## src/rtl/hazard_forward_ctrl.sv

```systemverilog
// hazard_forward_ctrl
//   Pipeline hazard controller for the 5-stage core. Produces the EX-stage
//   forwarding selects and sequences the stalls that follow a load-use hazard
//   and the flushes that follow a branch resolved taken in MEM.
//
// Ports
//   clock, reset            rising-edge clock, synchronous active-high reset
//   rs_id, rt_id            source fields of the instruction in ID
//   rs_ex, rt_ex, rd_ex     sources and destination of the instruction in EX
//   memread_ex              instruction in EX is a load
//   rd_mem, regwrite_mem    destination / write enable of the instruction in MEM
//   rd_wb, regwrite_wb      destination / write enable of the instruction in WB
//   branch_taken_mem        branch in MEM resolved taken
//   forwardA, forwardB      forwarding selects: 10 MEM, 01 WB, 00 register file
//   pc_write, ifid_write    PC / IF/ID load enables
//   idex_bubble             zero the ID/EX control fields
//   ifid_flush, idex_flush, exmem_flush   pipeline register clears
//   state                   controller state: 00 RUN, 01 STALL, 10 FLUSH
//
// Optional build macro HAZARD_STATS_EN adds saturating 16-bit counters
//   stall_count, flush_count and fwd_count.
//
// Parameters
//   LOAD_STALL_CYCLES  bubbles per load-use hazard, 1..15
//   CNT_W              stall counter width, 2**CNT_W > LOAD_STALL_CYCLES

module hazard_forward_ctrl #(
  parameter int unsigned LOAD_STALL_CYCLES = 1,
  parameter int unsigned CNT_W             = 4
) (
  input  logic       clock,
  input  logic       reset,
  input  logic [4:0] rs_id,
  input  logic [4:0] rt_id,
  input  logic [4:0] rs_ex,
  input  logic [4:0] rt_ex,
  input  logic [4:0] rd_ex,
  input  logic       memread_ex,
  input  logic [4:0] rd_mem,
  input  logic       regwrite_mem,
  input  logic [4:0] rd_wb,
  input  logic       regwrite_wb,
  input  logic       branch_taken_mem,
  output logic [1:0] forwardA,
  output logic [1:0] forwardB,
  output logic       pc_write,
  output logic       ifid_write,
  output logic       idex_bubble,
  output logic       ifid_flush,
  output logic       idex_flush,
  output logic       exmem_flush,
  output logic [1:0] state
`ifdef HAZARD_STATS_EN
  ,
  output logic [15:0] stall_count,
  output logic [15:0] flush_count,
  output logic [15:0] fwd_count
`endif
);

  typedef enum logic [1:0] {
    RUN   = 2'b00,
    STALL = 2'b01,
    FLUSH = 2'b10
  } stateT;

  localparam logic [CNT_W-1:0] STALL_RELOAD = CNT_W'(LOAD_STALL_CYCLES - 1);
  localparam logic [CNT_W-1:0] CNT_ONE      = CNT_W'(1);

  stateT            curState;
  stateT            nextState;
  logic [CNT_W-1:0] cnt;
  logic [CNT_W-1:0] cntNext;
  logic             loadUse;

  assign state = curState;

  // Forwarding select: MEM result has priority over WB, register 0 never forwards
  function automatic logic [1:0] fwdSel(
    input logic [4:0] src,
    input logic       wrMem,
    input logic [4:0] rdMem,
    input logic       wrWb,
    input logic [4:0] rdWb
  );
    logic [1:0] sel;
    sel = 2'b00;
    if (wrMem && (rdMem != 5'd0) && (rdMem == src)) begin
      sel = 2'b10;
    end else if (wrWb && (rdWb != 5'd0) && (rdWb == src)) begin
      sel = 2'b01;
    end
    return sel;
  endfunction

  always_comb begin
    forwardA = fwdSel(rs_ex, regwrite_mem, rd_mem, regwrite_wb, rd_wb);
    forwardB = fwdSel(rt_ex, regwrite_mem, rd_mem, regwrite_wb, rd_wb);
  end

  // Load in EX whose destination feeds the instruction in ID
  assign loadUse = memread_ex && (rd_ex != 5'd0) && ((rd_ex == rs_id) || (rd_ex == rt_id));

  // State register and stall counter
  always_ff @(posedge clock) begin
    if (reset) begin
      curState <= RUN;
      cnt      <= '0;
    end else begin
      curState <= nextState;
      cnt      <= cntNext;
    end
  end

  // Next-state and Mealy stall/flush outputs
  always_comb begin
    nextState   = curState;
    cntNext     = cnt;
    pc_write    = 1'b1;
    ifid_write  = 1'b1;
    idex_bubble = 1'b0;
    ifid_flush  = 1'b0;
    idex_flush  = 1'b0;
    exmem_flush = 1'b0;

    case (curState)
      RUN: begin
        if (branch_taken_mem) begin
          ifid_flush  = 1'b1;
          idex_flush  = 1'b1;
          exmem_flush = 1'b1;
          nextState   = FLUSH;
          cntNext     = '0;
        end else if (loadUse) begin
          pc_write    = 1'b0;
          ifid_write  = 1'b0;
          idex_bubble = 1'b1;
          // A single bubble needs no extra state: the bubble itself clears memread_ex
          if (LOAD_STALL_CYCLES > 1) begin
            cntNext   = STALL_RELOAD;
            nextState = STALL;
          end
        end
      end

      STALL: begin
        if (branch_taken_mem) begin
          ifid_flush  = 1'b1;
          idex_flush  = 1'b1;
          exmem_flush = 1'b1;
          nextState   = FLUSH;
          cntNext     = '0;
        end else begin
          pc_write    = 1'b0;
          ifid_write  = 1'b0;
          idex_bubble = 1'b1;
          cntNext     = cnt - CNT_ONE;
          if (cnt == CNT_ONE) begin
            nextState = RUN;
          end
        end
      end

      FLUSH: begin
        // ID holds a squashed slot, so a load-use match here is spurious
        if (branch_taken_mem) begin
          ifid_flush  = 1'b1;
          idex_flush  = 1'b1;
          exmem_flush = 1'b1;
          cntNext     = '0;
        end else begin
          nextState = RUN;
        end
      end

      default: begin
        nextState = RUN;
        cntNext   = '0;
      end
    endcase

    // Hold the whole pipeline quiet while reset is high
    if (reset) begin
      pc_write    = 1'b0;
      ifid_write  = 1'b0;
      idex_bubble = 1'b1;
      ifid_flush  = 1'b1;
      idex_flush  = 1'b1;
      exmem_flush = 1'b1;
    end
  end

`ifdef HAZARD_STATS_EN
  // Saturating event counters
  always_ff @(posedge clock) begin
    if (reset) begin
      stall_count <= '0;
      flush_count <= '0;
      fwd_count   <= '0;
    end else begin
      if (idex_bubble && (stall_count != 16'hFFFF)) begin
        stall_count <= stall_count + 16'd1;
      end
      if (exmem_flush && (flush_count != 16'hFFFF)) begin
        flush_count <= flush_count + 16'd1;
      end
      if (((forwardA != 2'b00) || (forwardB != 2'b00)) && (fwd_count != 16'hFFFF)) begin
        fwd_count <= fwd_count + 16'd1;
      end
    end
  end
`endif

endmodule

```

## config.mk

```make
export PLATFORM = sky130hd
export DESIGN_NAME = hazard_forward_ctrl
export DESIGN_NICKNAME = d
export VERILOG_FILES = /design/src/rtl/hazard_forward_ctrl.sv
export SDC_FILE = /design/constraint.sdc
export NUM_CORES = 1
export LEC_CHECK = 0
export BUFFER_PORTS_ARGS = -buffer_cell sky130_fd_sc_hd__buf_2
export CAP_MARGIN = 40
export CORE_MARGIN = 4
export CORE_UTILIZATION = 36
export CTS_CLUSTER_DIAMETER = 50
export DETAILED_ROUTE_END_ITERATION = 10
export HOLD_SLACK_MARGIN = 0.02
export PLACE_DENSITY = 0.93
export SLEW_MARGIN = 30
export SYNTH_ARGS = -nofsm -noshare
export SYNTH_HDL_FRONTEND = slang
export SYNTH_SLANG_ARGS = --single-unit
```

## constraint.sdc

```tcl
create_clock -name clock -period 1.9 [get_ports clock]
set_input_delay 0.285 -clock clock [delete_from_list [all_inputs] [get_ports clock]]
set_output_delay 0.285 -clock clock [all_outputs]
set_load 0.005 [all_outputs]
```

### Word-level counts from Yosys, hierarchy flattened

Cells that the tools add are included.

| word-level totals | value |
|---|---|
| bits of input ports | 41 |
| logic and storage cells | 56 |
| bits in registers | 6 |
| output and inout port bits | 12 |

| cells by class | value |
|---|---|
| equality and inequality tests | 13 |
| mux-type cells | 24 |
| reduce and logical (&&, ||, !) cells | 16 |
| add/subtract/negate cells | 1 |

Operator list:

| cell | number |
|---|---|
| 5-bit == test | 6 |
| 5-bit nonzero test | 3 |
| 1-bit two-way mux | 12 |
| 2-bit two-way mux | 6 |
| 1-bit logical AND | 8 |
| 4-bit two-way mux | 2 |
| 4-bit one-hot mux with 2 select lines | 1 |
| 2-bit one-hot mux with 3 select lines | 1 |
| 4-bit by 1-bit == test with 1-bit output (second input constant) | 1 |
| 2-bit inequality test (second input constant) | 2 |
| 1-bit one-hot mux with 2 select lines | 2 |
| 4-bit by 1-bit subtractor with 4-bit output (second input constant) | 1 |
| 3-bit inequality test (second input constant) | 1 |
| 3-bit AND reduction | 1 |
| 3-bit OR reduction | 1 |
| 2-bit by 1-bit == test with 1-bit output (second input constant) | 1 |
| 2-bit == test (second input constant) | 1 |
| 2-bit zero test | 1 |
| 2-bit by 1-bit inequality test with 1-bit output (second input constant) | 1 |
| 2-bit OR reduction | 1 |
| 1-bit logical OR | 1 |

### Logic depth before layout (Yosys ltp)

| depth | value |
|---|---|
| word-level depth | 7 |
| mapped depth | 5 |
| mapped depth without buffers | 4 |

### Worst setup path after synthesis

No wires, ideal clock.

| timing | value |
|---|---|
| path type | input to output |
| start point | input port rd_mem[1] |
| end point | output port forwardA[0] |
| arrival time | 1.309 ns |
| required time | 1.615 ns |
| stages | 4 |
| path buffers | 0 |
| slack | 0.306 ns |
| path through | or4_4 > o21ai_2 > nor4_1 > nor4_2 |

| on the way | value |
|---|---|
| longest elaborated chain between the ends | 4 |
| elaborated cells on any way between the ends | 5 |
| those cells by class | eq/ne: 1; mux: 1; reduce/logical: 3 |

RTL lines:

| what | line | RTL |
|---|---|---|
| start: declaration | 39 | `input logic [4:0] rd_mem,` |
| 5-bit nonzero test | 88 | `if (wrMem && (rdMem != 5'd0) && (rdMem == src)) begin` |
| 1-bit logical AND | 88 |  |
| 1-bit logical AND * | 88 |  |
| 2-bit two-way mux * | 88 |  |
| end: declaration | 44 | `output logic [1:0] forwardA,` |

Mark *: on every way between the ends. The rest lies on a longest branch, timed or not.

### Worst setup path after layout

| timing | value |
|---|---|
| start point | input port rd_mem[1] |
| end point | output port forwardB[0] |

| on the way | value |
|---|---|
| longest elaborated chain between the ends | 4 |
| elaborated cells on any way between the ends | 5 |
| those cells by class | eq/ne: 1; mux: 1; reduce/logical: 3 |

RTL lines:

| what | line | RTL |
|---|---|---|
| 5-bit nonzero test | 88 |  |
| 1-bit logical AND | 88 |  |
| 1-bit logical AND * | 88 |  |
| 2-bit two-way mux * | 88 |  |
| end: declaration | 45 | `output logic [1:0] forwardB,` |

Marked as above.

==> key figures <==
Die
  • Initial Util: 40.7%
  • Core region area: 0.00119 mm²
  • Die area: 0.00199 mm²
  • # IOs: 53
  • Site Rows: 12
  • Die Span Y: 44.6 µm
  • Die extent in x: 44.6 µm

Logic synthesis
  • Synth cell count leaders: xnor2_1, xor2_1, buf_4, nand3_1
  • FF+latch count, synth: 1
  • Synthesized Nets: 102
  • Synth top area cells: xnor2_1, xor2_1, buf_4
  • Register area share after synthesis: 4.15%
  • Top_reg_cell synth: dfxtp_1
  • Netlist Area Pre-Place: 483 µm²
  • Synth Instances: 61
  • Top-count cell post-synth: xnor2_1
  • Area fraction of the dominant cell type after synthesis: 29.0%
  • Ys async rst share: 0%
  • Number of synthesized flops with an enable pin: 0
  • Area leader, netlist: xnor2_1
  • Number of synthesis warnings: 0
  • Mean post-synth cell area: 7.92 µm²
  • Cell variety after synth: 20

Placement
  • DP Cell Count: 122
  • Port buffer count: 51
  • GPL Wtd Cong: 0.873

Critical path
  • Worst path slowest cell: or4_4
  • Critical path endpoint category: primary output
  • CP Cell Sequence: buf_2, or4_4, o21ai_2, nor4_1, nor4_2, buf_2
  • Data arrival, critical path: 1.59 ns
  • Most common cell on crit path: buf_2
  • Crit path kind: input port to primary output
  • Max incr delay on CP: 0.52 ns
  • CP Launch Type: input port
  • Worst Path Required: 1.62 ns
  • CP max FO: 3

Power
  • Total chip power: 175 µW
  • Peak supply drop: 168 µV
  • Sw frac: 41.2%
  • Comb power frac: 86.9%
  • Int Power: 103 µW
  • Net Switching: 72.3 µW
  • LEAKAGE: 0.000349 µW
  • Power Dens Cells: 242 mW/mm²
  • Seq pwr share: 13.1%
  • Clock power frac: 0%

Route
  • Via count: 617
  • DR pass1 iterations: 4
  • Post-DRT Antenna Nets: 0
  • # DRC: 0
  • Wire per inst: 13.3 µm
  • DR iter-0 viols: 15
  • Vias per Instance: 5.06
  • Total wire length: 1.62 mm

Global routing
  • Total track usage: 16.3%
  • First-pass GRT wire length: 2.57 mm
  • Largest net degree at the start of global routing: 5
  • Initial antenna violation count: 0
  • Vias in the first global route: 647
  • Remaining Overflow, GRT: 0

Clock network
  • Clock transition at the registers of the reported paths: 0 ns
  • Setup bufs post-CTS: 0
  • Hold_buf cts: 0
  • CTS resizes: 0

Run
  • Max Cap Violations: 0

Layout
  • Finished Core Util: 61.2%
  • Final #Nets: 151
  • Final non-filler cell total: 122
  • N_diodes: 0
  • Synth-to-Final Area Change: 50.3%
  • Largest register FFs: 1
  • Share of layout cells above drive strength 1: 51.9%

STA
  • Hold slack: 0.500 ns
  • Min Clock Period, post-route: 1.88 ns
  • RSZ-0062 raised after global routing: true
  • Period Utilization, post-route: 98.7%
  • Final Max Tran Viols: 0
  • Final hold vios: 0
  • Setup-failing EPs final: 0
  • Maximum clock rate: 0.533 GHz

Status
  • Status: complete, no violations

Worst hold path
  • Hold crit path type: input port to register
worst max-delay path: cells and delay by family:
kind,cells,cell delay (ns)
AOI/OAI and AO/OA,1,0.15
buffers and inverters,2,0.27
and+or+nand+nor,3,0.88
cells in the final DEF, fill, tap and decap left out, types with 2 or more instances in the layout:
| master | netlist | layout |
|---|---|---|
| nor4_1 | 2 | 2 |
| nand2_1 | 3 | 3 |
| buf_2 | 0 | 51 |
| nor2_1 | 2 | 2 |
| xnor2_1 | 16 | 16 |
| or4_1 | 3 | 3 |
| nor4_2 | 2 | 2 |
| nand3_1 | 4 | 4 |
| xor2_1 | 14 | 14 |
power groups by stage:
stage	clock network, µW	registers (µW)	logic [µW]
2_1_floorplan	0	23.2	75.9
4_1_cts	0	23.0	153
5_1_grt	0	23.2	169
3_3_place_gp	0	23.0	147
3_5_place_dp	0	23.1	153
6_report	0	23.0	152
final timing paths:
check	start	endpoint	slack, ns	cells after the start
worst min-delay path	reset	state[1]	0.50	2
worst max-delay path	rd_mem[1]	forwardB[0]	0.02	6
layer usage:
metal,vias up,GRT usage [%],wire length (µm)
met1,279,16.8,526
met2,28,33.5,939
met5,-,0,0
met4,0,5.42,55
li1,304,-,-
met3,6,0.407,97
through the flow:
step	TNS (ns)	area (µm²)	setup WS, ns
after detailed placement	0	726	0.0133
after global placement	0	726	0.0733
final	0	726	0.0246
after global routing	-0.0341	726	-0.0190
after CTS	0	726	0.0133
after floorplan	0	483	0.306
cells by family (layout without fill, tap and decap cells):
| logic type | after synthesis | in the layout | share of synthesized area [%] |
|---|---|---|---|
| flops | 1 | 1 | 4.15 |
| simple gates | 20 | 20 | 26.4 |
| other cells | 1 | 1 | 0.776 |
| compound gates | 5 | 5 | 8.03 |
| buf+inv | 4 | 51 | 6.22 |
| xor+xnor | 30 | 30 | 54.4 |
final cells by class:
| cell class | instances | area (µm²) |
|---|---|---|
| multi-input combinational | 56 | 433 |
| sequential | 1 | 20.0 |
| timing repair buffer | 51 | 255 |
| fill | 109 | 460 |
| tap | 14 | 17.5 |
Note: power is estimated with default switching activity, not from simulation.
